===== config.mk =====
export PLATFORM = sky130hd
export DESIGN_NAME = lcd1602_responder_flat
export DESIGN_NICKNAME = d
export VERILOG_FILES = /design/src/rtl/lcd1602_responder_if.sv /design/src/rtl/lcd1602_responder.sv /design/src/flat_wrapper.sv
export SDC_FILE = /design/constraint.sdc
export NUM_CORES = 1
export LEC_CHECK = 0
export CORE_MARGIN = 5
export CORE_UTILIZATION = 31
export CTS_CLUSTER_DIAMETER = 150
export CTS_CLUSTER_SIZE = 25
export DETAILED_ROUTE_END_ITERATION = 10
export DONT_BUFFER_PORTS = 1
export SLEW_MARGIN = 20
export SYNTH_ARGS = -nofsm -noshare
export SYNTH_HDL_FRONTEND = slang
export SYNTH_SLANG_ARGS = --single-unit

===== constraint.sdc =====
create_clock -name LCD_Clk -period 5.8 [get_ports LCD_Clk]
set_input_delay 0.58 -clock LCD_Clk [delete_from_list [all_inputs] [get_ports LCD_Clk]]
set_output_delay 0.58 -clock LCD_Clk [all_outputs]
set_load 0.02 [all_outputs]

===== src/rtl/lcd1602_responder_if.sv =====
// LCD1602 bus bundle between the display driver (master) and the responder (slave).
// Carries RS/RW/EN strobes, write data from the driver and read data back to the bus.
interface lcd1602_responder_if;
    logic       LCD_RS;
    logic       LCD_RW;
    logic       LCD_EN;
    logic [7:0] lcd_data;
    logic [7:0] lcd_dout;
    logic       lcd_dout_oe;

    modport master (
        output LCD_RS, LCD_RW, LCD_EN, lcd_data,
        input  lcd_dout, lcd_dout_oe
    );

    modport slave (
        input  LCD_RS, LCD_RW, LCD_EN, lcd_data,
        output lcd_dout, lcd_dout_oe
    );
endinterface


===== src/rtl/lcd1602_responder.sv =====
// HD44780-compatible responder: decodes LCD1602 bus writes/reads into DDRAM, AC and control regs.
// Ports: LCD_Clk/LCD_Rst, bus (slave), busy/ac/control outputs, overrun/cmd_err pulses, peek port.
module lcd1602_responder #(
    parameter int BUSY_CYCLES  = 4,
    parameter int CLEAR_CYCLES = 80
) (
    input  logic                 LCD_Clk,
    input  logic                 LCD_Rst,
    lcd1602_responder_if.slave   bus,
    output logic                 busy,
    output logic [6:0]           ac,
    output logic                 disp_on,
    output logic                 cursor_on,
    output logic                 blink_on,
    output logic                 two_line,
    output logic                 overrun,
    output logic                 cmd_err,
    input  logic [6:0]           peek_addr,
    output logic [7:0]           peek_data
);
    localparam int DEPTH = 80;
    localparam int TOTAL = CLEAR_CYCLES + BUSY_CYCLES;
    localparam int CMAX  = (TOTAL > DEPTH) ? TOTAL : DEPTH;
    localparam int CW    = $clog2(CMAX + 1);

    typedef enum logic [1:0] {INIT_CLR, IDLE, BUSY, CLEARING} state_t;

    state_t          state, state_d;
    logic [CW-1:0]   cnt, cnt_d;
    logic [6:0]      ac_d;
    logic            id, id_d;
    logic            sh, sh_d;
    logic            disp_d, cur_d, blink_d, two_d;
    logic [7:0]      dout, dout_d;
    logic            oe, oe_d;
    logic            ovr_d, err_d;
    logic            we;
    logic [6:0]      wa;
    logic [7:0]      wd;
    logic [7:0]      mem [0:DEPTH-1];

    // {EN, RS, RW, data} through a 2-FF synchronizer; en_q gives edge history
    logic [10:0]     s1, s2;
    logic            en_q;
    logic            en_s, rs_s, rw_s;
    logic [7:0]      dat_s;
    logic            rise, fall;

    assign en_s  = s2[10];
    assign rs_s  = s2[9];
    assign rw_s  = s2[8];
    assign dat_s = s2[7:0];
    assign rise  = en_s & ~en_q;
    assign fall  = ~en_s & en_q;

    assign busy            = (state != IDLE);
    assign bus.lcd_dout    = dout;
    assign bus.lcd_dout_oe = oe;

    function automatic logic [6:0] idx(input logic [6:0] a);
        return (a < 7'h40) ? a : a - 7'd24;
    endfunction

    function automatic logic [6:0] step(input logic [6:0] a, input logic inc);
        if (inc)
            return (a == 7'h27) ? 7'h40 : (a == 7'h67) ? 7'h00 : a + 7'd1;
        else
            return (a == 7'h00) ? 7'h67 : (a == 7'h40) ? 7'h27 : a - 7'd1;
    endfunction

    function automatic logic ac_legal(input logic [6:0] a);
        return (a <= 7'h27) || (a >= 7'h40 && a <= 7'h67);
    endfunction

    always_ff @(posedge LCD_Clk or posedge LCD_Rst) begin
        if (LCD_Rst) begin
            s1   <= '0;
            s2   <= '0;
            en_q <= 1'b0;
        end else begin
            s1   <= {bus.LCD_EN, bus.LCD_RS, bus.LCD_RW, bus.lcd_data};
            s2   <= s1;
            en_q <= s2[10];
        end
    end

    always_ff @(posedge LCD_Clk or posedge LCD_Rst) begin
        if (LCD_Rst) begin
            state     <= INIT_CLR;
            cnt       <= '0;
            ac        <= '0;
            id        <= 1'b1;
            sh        <= 1'b0;
            disp_on   <= 1'b0;
            cursor_on <= 1'b0;
            blink_on  <= 1'b0;
            two_line  <= 1'b0;
            dout      <= '0;
            oe        <= 1'b0;
            overrun   <= 1'b0;
            cmd_err   <= 1'b0;
        end else begin
            state     <= state_d;
            cnt       <= cnt_d;
            ac        <= ac_d;
            id        <= id_d;
            sh        <= sh_d;
            disp_on   <= disp_d;
            cursor_on <= cur_d;
            blink_on  <= blink_d;
            two_line  <= two_d;
            dout      <= dout_d;
            oe        <= oe_d;
            overrun   <= ovr_d;
            cmd_err   <= err_d;
        end
    end

    always_ff @(posedge LCD_Clk) begin
        if (we)
            mem[wa] <= wd;
    end

    // Nonblocking read: a colliding write in the same cycle is seen next cycle
    always_ff @(posedge LCD_Clk or posedge LCD_Rst) begin
        if (LCD_Rst)
            peek_data <= '0;
        else if (peek_addr < 7'(DEPTH))
            peek_data <= mem[peek_addr];
        else
            peek_data <= '0;
    end

    always_comb begin
        state_d = state;
        cnt_d   = cnt;
        ac_d    = ac;
        id_d    = id;
        sh_d    = sh;
        disp_d  = disp_on;
        cur_d   = cursor_on;
        blink_d = blink_on;
        two_d   = two_line;
        dout_d  = dout;
        oe_d    = oe;
        ovr_d   = 1'b0;
        err_d   = 1'b0;
        we      = 1'b0;
        wa      = idx(ac);
        wd      = dat_s;

        unique case (state)
            INIT_CLR: begin
                we = 1'b1;
                wa = 7'(cnt);
                wd = 8'h20;
                if (cnt == CW'(DEPTH - 1)) begin
                    state_d = IDLE;
                    cnt_d   = '0;
                end else begin
                    cnt_d = cnt + 1'b1;
                end
            end
            CLEARING: begin
                if (cnt < CW'(CLEAR_CYCLES)) begin
                    we = 1'b1;
                    wa = 7'(cnt);
                    wd = 8'h20;
                end
                if (cnt == CW'(TOTAL - 1)) begin
                    state_d = IDLE;
                    cnt_d   = '0;
                    ac_d    = '0;
                    id_d    = 1'b1;
                end else begin
                    cnt_d = cnt + 1'b1;
                end
            end
            BUSY: begin
                if (cnt == CW'(BUSY_CYCLES - 1)) begin
                    state_d = IDLE;
                    cnt_d   = '0;
                end else begin
                    cnt_d = cnt + 1'b1;
                end
            end
            default: ;
        endcase

        if (rise && rw_s) begin
            oe_d   = 1'b1;
            dout_d = rs_s ? mem[idx(ac)] : {busy, ac};
        end

        if (fall) begin
            if (rw_s) begin
                oe_d = 1'b0;
                if (rs_s) begin
                    if (state == IDLE) begin
                        ac_d    = step(ac, id);
                        state_d = BUSY;
                        cnt_d   = '0;
                    end else begin
                        ovr_d = 1'b1;
                    end
                end
            end else if (state != IDLE) begin
                ovr_d = 1'b1;
            end else if (rs_s) begin
                we      = 1'b1;
                ac_d    = step(ac, id);
                state_d = BUSY;
                cnt_d   = '0;
            end else begin
                unique casez (dat_s)
                    8'b1???_????: begin
                        if (ac_legal(dat_s[6:0])) begin
                            ac_d    = dat_s[6:0];
                            state_d = BUSY;
                            cnt_d   = '0;
                        end else begin
                            err_d = 1'b1;
                        end
                    end
                    8'b01??_????: err_d = 1'b1;
                    8'b001?_????: begin
                        two_d   = dat_s[3];
                        state_d = BUSY;
                        cnt_d   = '0;
                    end
                    8'b0001_????: begin
                        if (!dat_s[3])
                            ac_d = step(ac, dat_s[2]);
                        state_d = BUSY;
                        cnt_d   = '0;
                    end
                    8'b0000_1???: begin
                        disp_d  = dat_s[2];
                        cur_d   = dat_s[1];
                        blink_d = dat_s[0];
                        state_d = BUSY;
                        cnt_d   = '0;
                    end
                    8'b0000_01??: begin
                        id_d    = dat_s[1];
                        sh_d    = dat_s[0];
                        state_d = BUSY;
                        cnt_d   = '0;
                    end
                    8'b0000_001?: begin
                        ac_d    = '0;
                        state_d = BUSY;
                        cnt_d   = '0;
                    end
                    8'b0000_0001: begin
                        state_d = CLEARING;
                        cnt_d   = '0;
                    end
                    default: ;
                endcase
            end
        end
    end
endmodule


===== src/flat_wrapper.sv =====
// flat-port wrapper written by rule: the top's interface ports become plain ports
module lcd1602_responder_flat 
#(
    parameter int BUSY_CYCLES  = 4,
    parameter int CLEAR_CYCLES = 80
)
  (LCD_Clk, LCD_Rst, busy, ac, disp_on, cursor_on, blink_on, two_line, overrun, cmd_err, peek_addr, peek_data, bus_LCD_RS, bus_LCD_RW, bus_LCD_EN, bus_lcd_data, bus_lcd_dout, bus_lcd_dout_oe);
  lcd1602_responder_if bus_i ();
  input  logic LCD_Clk;
  input  logic LCD_Rst;
  output logic busy;
  output logic [6:0] ac;
  output logic disp_on;
  output logic cursor_on;
  output logic blink_on;
  output logic two_line;
  output logic overrun;
  output logic cmd_err;
  input  logic [6:0] peek_addr;
  output logic [7:0] peek_data;
  input wire logic [$bits(bus_i.LCD_RS)-1:0] bus_LCD_RS;
  input wire logic [$bits(bus_i.LCD_RW)-1:0] bus_LCD_RW;
  input wire logic [$bits(bus_i.LCD_EN)-1:0] bus_LCD_EN;
  input wire logic [$bits(bus_i.lcd_data)-1:0] bus_lcd_data;
  output wire logic [$bits(bus_i.lcd_dout)-1:0] bus_lcd_dout;
  output wire logic [$bits(bus_i.lcd_dout_oe)-1:0] bus_lcd_dout_oe;
  assign bus_i.LCD_RS = bus_LCD_RS;
  assign bus_i.LCD_RW = bus_LCD_RW;
  assign bus_i.LCD_EN = bus_LCD_EN;
  assign bus_i.lcd_data = bus_lcd_data;
  assign bus_lcd_dout = bus_i.lcd_dout;
  assign bus_lcd_dout_oe = bus_i.lcd_dout_oe;
  lcd1602_responder #(.BUSY_CYCLES(BUSY_CYCLES), .CLEAR_CYCLES(CLEAR_CYCLES)) u_core (.LCD_Clk(LCD_Clk), .LCD_Rst(LCD_Rst), .bus(bus_i), .busy(busy), .ac(ac), .disp_on(disp_on), .cursor_on(cursor_on), .blink_on(blink_on), .two_line(two_line), .overrun(overrun), .cmd_err(cmd_err), .peek_addr(peek_addr), .peek_data(peek_data));
endmodule

==> metrics.md, run 1 <==
| Metric | Value |
|---|---|
| Post-Syn Nets | `1932` |
| Initial antenna violation count | `6` |
| Drt wl/cell | `30.7 µm` |
| H-Tree Depth | `2` |
| Worst hold start | `peek_addr[5]` |
| CP endpoint kind | `register` |
| I/O Buffers | `0` |
| DIE AREA | `115000 µm²` |
| CTS max path bufs | `3` |
| Worst r2r src | `u_core.ac[4]` |
| RSZ-0062 raised after global routing | `false` |
| Synth Instances | `1902` |
| Peak supply drop | `158 µV` |
| Most used cell, CP | `nor2_1` |
| CTS tree | `yes` |
| Largest area contributor in the netlist | `edfxtp_1` |
| Register area share after synthesis | `61.8%` |
| Post-synth top area share | `57.1%` |
| Largest net degree at the start of global routing | `161` |
| Clk sinks | `703` |
| Leakage power | `8.89 nW` |
| Synth unique cells | `72` |
| FF+latch count, synth | `703` |
| CTS Buf Count | `34` |
| Initial DRT Pass Iterations | `5` |
| Slew headroom | `24.3%` |
| Final worst setup slack | `1.44 ns` |
| Routed Wire Length | `99.8 mm` |
| Vias in the first global route | `19.3k` |
| Routing usage on met3 | `3.47%` |
| FP Rows | `120` |
| CP Class | `reg -> reg` |
| Via count | `19.5k` |
| Max Cap Viol | `0` |
| All-Layer GR Usage | `16.9%` |
| Async S/R FF share, synth | `8.96%` |
| Filler Cell Count | `10.0k` |
| Via density | `6.00` |
| Ranking of synthesized cells by area | `edfxtp_1 57%, mux4_2 23%, dfrtp_1 4.6%` |
| P per Cell Area | `235 nW/µm²` |
| Number of enable flip-flop cells after synthesis | `640` |
| Post-layout min period | `4.36 ns` |
| Setup tns final | `0 ns` |
| Post-DRT Antenna Nets | `0` |
| Post-synthesis average cell area | `17.7 µm²` |
| Final hold violation count | `0` |
| Top_reg_cell synth | `edfxtp_1` |
| Register clock-pin slew on the reported worst setup and hold paths | `0.11 ns` |
| Setup crit start kind | `register` |
| Post-synth top cells | `640 x edfxtp_1, 347 x mux4_2, 147 x nor2_1` |
| Synth Warn # | `0` |
| Count leader, synth | `edfxtp_1` |
| Hold_buf cts | `11` |
| DP Wirelength | `65.4 mm` |
| Fmax | `229 MHz` |
| Least-Margin Pin Slew | `1.13 ns` |
| Synth Cell Area | `33600 µm²` |
| Dpl cell area | `34900 µm²` |
| Multi-input logic area | `12100 µm²` |
| M1 GR Usage | `23.9%` |
| Worst Skew | `0.0352 ns` |
| Critical path peak fanout | `23` |
| Share of layout cells above drive strength 1 | `24.3%` |
| Final setup fails | `0` |
| Critical Path AT | `4.60 ns` |
| First-pass GRT wire length | `144 mm` |
| Num ports | `51` |
| Initial Util | `31.3%` |
| Layer with the highest usage | `met2` |
| Die Ht | `339 µm` |
| Placer Congestion | `0.932` |
| Post-CTS sizing | `0` |
| Root Driver | `clkbuf_16` |
| Overflow after GRT | `0` |
| Met2 usage | `26.8%` |
| FF+latch area | `20800 µm²` |
| Buffers inserted by post-CTS timing repair | `0` |
| Hold Slack | `0.0828 ns` |
| Final worst-path cycle share | `75.3%` |
| Skew-Pair Late Insertion Delay | `0.60 ns` |
| Fin area | `36000 µm²` |
| Synthesis-to-finish area growth | `7.14%` |
| Critical path cell sequence | `inv_1 -> ha_1 -> mux2i_2 -> buf_4 -> nor2_1 -> o32a_1 -> a21oi_1 -> nand2_1 -> nor2_1` |
| Hold Path Class | `in -> reg` |
| Final Max Tran Viols | `0` |
| Layout net count | `1866` |
| CP Data Required Time | `6.03 ns` |
| Slowest CP cell | `nor2_1` |
| Final core occ | `33.6%` |
| CP peak stage delay | `0.71 ns` |
| Iter 0 DRT Violations | `2932` |
| Run status | `finished, final reports clean` |
| Chip width | `339 µm` |
| # DRC | `0` |
| Place WS | `1.55 ns` |
| Core ar. | `107000 µm²` |
| Worst setup path start | `u_core.ac[4]` |
## cell usage in the layout, fill, tap and decap left out, types with 6 or more instances in the layout
master and instances:
edfxtp_1 640, mux4_2 347, nor2_1 146, nand2_1 87, mux2i_1 66, dfrtp_1 59, a21oi_1 54, nand3_1 42
clkbuf_16 37, o21ai_0 31, o22ai_1 30, buf_4 24, nor3_1 23, a211oi_1 18, nor2b_1 16, inv_1 15
clkbuf_1 12, xnor2_1 11, dlygate4sd3_1 11, nand2b_1 10, a22oi_1 10, ha_1 10, mux2_2 8, a31oi_1 8
a221oi_1 6, and2_2 6, nor3b_1 6, o211ai_1 6
## state kept, by name, indices dropped and copies added, names as in the netlist
| name | count |
|---|---|
| u_core.cursor_on | 1 |
| u_core.mem | 640 |
| u_core.state | 2 |
| u_core.cmd_err | 1 |
| u_core.bus.lcd_dout | 8 |
| u_core.blink_on | 1 |
| u_core.overrun | 1 |
| u_core.disp_on | 1 |
| u_core.id | 1 |
| u_core.s2 | 11 |
| u_core.en_q | 1 |
| u_core.cnt | 7 |
| u_core.s1 | 11 |
| u_core.ac | 7 |
| u_core.two_line | 1 |
| u_core.bus.lcd_dout_oe | 1 |
| u_core.peek_data | 8 |
## per-stage QoR
step	cells	total power [mW]
2_1_floorplan	1902	5.80
3_3_place_gp	3192	5.79
3_5_place_dp	3192	5.79
4_1_cts	3253	8.53
5_1_grt	3253	8.73
6_report	3255	8.48
## cell type report
cell class | instances | share of cell area, %
antenna | 2 | 0.0139
clock buffer | 49 | 2.69
clock inverter | 1 | 0.0833
inverter | 17 | 0.181
multi-input combinational | 1043 | 33.5
sequential | 703 | 57.7
tap | 1403 | 4.87
timing repair buffer | 37 | 0.917
## power by group
part           total (mW)  internal [mW]  leakage, nW  switching, mW
registers            5.53           5.46         5.30         0.0646
logic               0.161         0.0905         3.12         0.0701
clock network        2.80           1.19        0.482           1.61
total                8.48           6.74         8.89           1.74
## metal layers
metal | part of all wire (%) | up-vias | wire, µm
met5 | 0.013 | - | 13
met1 | 40 | 10464 | 40100
met2 | 47 | 1177 | 47300
met3 | 9.8 | 150 | 9820
met4 | 2.6 | 2 | 2550
li1 | - | 7727 | -
## cells by family (layout without fill, tap and decap cells)
logic type,after synthesis,count (layout),synth area share (%)
XOR/XNOR,18,18,0.513
flip-flops,703,703,61.8
multiplexers,422,422,25.5
buffers and inverters,156,104,2.44
adder cells (fa/ha/maj),10,10,0.372
AND/OR/NAND/NOR,376,376,5.10
AO/OA/AOI/OAI,217,217,4.25
other,0,2,0
## critical path, delay by kind of cell, from the launching register on
family,cells,cell delay (ns)
and+or+nand+nor,3,1.36
AOI/OAI and AO/OA,2,0.84
DFF,1,0.69
buffers and inverters,2,0.59
adders and majority gates,1,0.37
muxes,1,0.15
## final timing paths
kind / slack, ns / depth (start not counted) / end
max in group asynchronous: 4.96 / 2 / u_core.ac[0]
hold / removal: 0.08 / 1 / u_core.peek_data[2]
min in group asynchronous: 0.14 / 2 / u_core.two_line
setup reg to reg: 1.44 / 9 / u_core.mem[44][7]
hold reg to reg: 0.36 / 0 / u_core.s2[4]
setup / recovery: 1.44 / 9 / u_core.mem[44][7]
Power figures use the tool's default switching activity.
==> run 2, diff against run 1 <==
==> constraint.sdc (replaced) <==
create_clock -name LCD_Clk -period 4.2 [get_ports LCD_Clk]
set_input_delay 0.42 -clock LCD_Clk [delete_from_list [all_inputs] [get_ports LCD_Clk]]
set_output_delay 0.42 -clock LCD_Clk [all_outputs]
set_load 0.02 [all_outputs]
==> run 2 against run 1 <==
Setup slack lost 1.1 ns. Final cell count is 2.1% higher. Count of clock-buffer cells in the layout grew 5. Critical path depth decreased by 1. Via count up 0.18%. Sequential share of layout area is 0.87 points lower. Design area grew 1.5%. Sequential power rose by 38%. First-iteration DRC count is 4.0% lower. Critical endpoint is now u_core.mem[72][5]. Largest power group unchanged.
==> metrics.md, run 2 (synthesized netlist as in run 1, its figures left out) <==
| Metric | Value |
|---|---|
| Max Cap Viol | `0 (unchanged)` |
| Core ar. | `107000 µm² (unchanged)` |
| Layout net count | `1928 (was 1866)` |
| CTS Buf Count | `34 (unchanged)` |
| Share of layout cells above drive strength 1 | `26.5% (was 24.3%)` |
| CTS max path bufs | `3 (unchanged)` |
| Num ports | `51 (unchanged)` |
| Layer with the highest usage | `met2 (unchanged)` |
| Clk sinks | `703 (unchanged)` |
| Met2 usage | `26.5% (was 26.8%)` |
| Initial DRT Pass Iterations | `6 (was 5)` |
| Register clock-pin slew on the reported worst setup and hold paths | `0.10 ns (was 0.11 ns)` |
| I/O Buffers | `0 (unchanged)` |
| Routed Wire Length | `99.0 mm (was 99.8 mm)` |
| Final hold violation count | `0 (unchanged)` |
| FP Rows | `120 (unchanged)` |
| Leading cell types in the layout, fill and taps excluded | `640 x edfxtp_1, 347 x mux4_2, 146 x nor2_1 (unchanged)` |
| Buffers inserted by post-CTS timing repair | `0 (unchanged)` |
| Setup crit start kind | `register (unchanged)` |
| CP endpoint kind | `register (unchanged)` |
| Hold Path Class | `in -> reg (unchanged)` |
| Chip width | `339 µm (unchanged)` |
| Vias in the first global route | `19.4k (was 19.3k)` |
| All-Layer GR Usage | `16.7% (was 16.9%)` |
| Via count | `19.6k (was 19.5k)` |
| Iter 0 DRT Violations | `2815 (was 2932)` |
| Initial Util | `31.3% (unchanged)` |
| Gate power share | `1.9% (about the same)` |
| CP Data Required Time | `4.43 ns (was 6.03 ns)` |
| Final worst-path cycle share | `91.4% (was 75.3%)` |
| Least-Margin Pin Slew | `1.05 ns (was 1.13 ns)` |
| Setup tns final | `0 ns (unchanged)` |
| Largest Register | `u_core.mem (unchanged)` |
| Overflow after GRT | `0 (unchanged)` |
| Peak supply drop | `227 µV (was 158 µV)` |
| Sw Pwr | `2.41 mW (was 1.74 mW)` |
| Sequential Power Share | `64.9% (was 65.1%)` |
| Run status | `finished, final reports clean (unchanged)` |
| Post-layout min period | `3.84 ns (was 4.36 ns)` |
| Initial antenna violation count | `2 (was 6)` |
| Slew headroom | `29.9% (was 24.3%)` |
| DP Wirelength | `66.7 mm (was 65.4 mm)` |
| Placer Congestion | `0.960 (was 0.932)` |
| Biggest registers after layout | `u_core.mem x640, u_core.s1 x11, u_core.s2 x11 (unchanged)` |
| Int Power | `9.33 mW (was 6.74 mW)` |
| Largest net degree at the start of global routing | `161 (unchanged)` |
| Post-CTS sizing | `0 (unchanged)` |
| CTS tree | `yes (unchanged)` |
| Final worst setup slack | `0.363 ns (was 1.44 ns)` |
| P per Cell Area | `321 nW/µm² (was 235 nW/µm²)` |
| Worst Skew | `0.0434 ns (was 0.0352 ns)` |
| Final Max Tran Viols | `0 (unchanged)` |
| Place WS | `0.464 ns (was 1.55 ns)` |
| M1 GR Usage | `23.2% (was 23.9%)` |
| Post-DRT Antenna Nets | `0 (unchanged)` |
| Drt wl/cell | `29.8 µm (was 30.7 µm)` |
| Final setup fails | `0 (unchanged)` |
| First-pass GRT wire length | `143 mm (was 144 mm)` |
| Critical path peak fanout | `8 (was 23)` |
| # DRC | `0 (unchanged)` |
| Root Driver | `clkbuf_16 (unchanged)` |
| Die Ht | `339 µm (unchanged)` |
| Hold Slack | `0.0482 ns (was 0.0828 ns)` |
| RSZ-0062 raised after global routing | `false (unchanged)` |
| Critical Path AT | `4.07 ns (was 4.60 ns)` |
| Clk network pwr share | `33.1% (was 33.0%)` |
| Synthesis-to-finish area growth | `8.79% (was 7.14%)` |
| Switch share | `20.6% (about the same)` |
| Commonest non-fill, non-tap cell in the layout | `edfxtp_1 (unchanged)` |
| Leakage power | `9.24 nW (was 8.89 nW)` |
| CP Class | `reg -> reg (unchanged)` |
| Via density | `5.88 (was 6.00)` |
| Skew-Pair Late Insertion Delay | `0.61 ns (was 0.60 ns)` |
| H-Tree Depth | `2 (unchanged)` |
| DIE AREA | `115000 µm² (unchanged)` |
| Routing usage on met3 | `3.92% (was 3.47%)` |
| Fmax | `261 MHz (was 229 MHz)` |
| Largest register FFs | `640 (unchanged)` |
[run 2: routing by layer]
metal | part of all wire [%] | vias up | wire length [µm]
met3 | 9.2 | 189 | 9100
met5 | 0 | - | 0
li1 | - | 7870 | -
met2 | 47 | 1038 | 46500
met4 | 3.5 | 0 | 3500
met1 | 40 | 10458 | 39900
[run 2: final timing paths]
path / from / endpoint / slack [ns] / cells past startpoint
worst max-delay path: u_core.state[0] / u_core.mem[72][5] / 0.36 / 8
min in group asynchronous: LCD_Rst / u_core.cnt[5] / 0.31 / 2
worst min-delay path: peek_addr[4] / u_core.peek_data[2] / 0.05 / 2
max in group asynchronous: LCD_Rst / u_core.peek_data[4] / 2.93 / 3
worst min register to register: u_core.s1[5] / u_core.s2[5] / 0.35 / 0
worst max register to register: u_core.state[0] / u_core.mem[72][5] / 0.36 / 8
[run 2: timing repair]
item | CTS | global route
setup endpoints to repair | 0 | 0
hold endpoints to repair | 41 | 0
hold buffers | 13 | 0
[run 2: final cells by class]
| class | instances | area, µm² |
|---|---|---|
| diodes | 3 | 7.51 |
| clock buffers | 54 | 990 |
| clock inverters | 2 | 25.0 |
| fillers | 9963 | 70800 |
| inverters | 17 | 65.1 |
| multi-input cells | 1043 | 12100 |
| flip-flops and latches | 703 | 20800 |
| well taps | 1403 | 1760 |
| repair buffers | 99 | 888 |
[run 2: metrics by stage]
step / cells / util [%] / instance area, µm² / total power, mW
6_report: 3324 / 34.1 / 36600 / 11.7
5_1_grt: 3321 / 34.1 / 36600 / 12.1
4_1_cts: 3321 / 34.1 / 36600 / 11.8
3_5_place_dp: 3252 / 33.0 / 35400 / 8.00
3_3_place_gp: 3252 / 33.0 / 35400 / 8.00
2_1_floorplan: 1902 / - / 33600 / 8.01
[run 2: power by group through the flow]
stage / combinational [mW] / sequential [mW] / clock [mW]
after CTS: 0.222 / 7.63 / 3.97
after floorplan: 0.268 / 7.74 / 0
after global routing: 0.236 / 7.63 / 4.22
final: 0.225 / 7.63 / 3.89
after detailed placement: 0.210 / 7.79 / 0
after global placement: 0.209 / 7.79 / 0
[run 2: critical path, stage by stage, from the launching register on]
cell and delay, ns:
dfrtp_1 0.45, ha_1 0.29, and2_1 0.23, a21oi_1 0.40, nor2_1 0.17, o32a_1 0.32, a21oi_1 0.47, nand3b_1 0.45
nor2_1 0.70
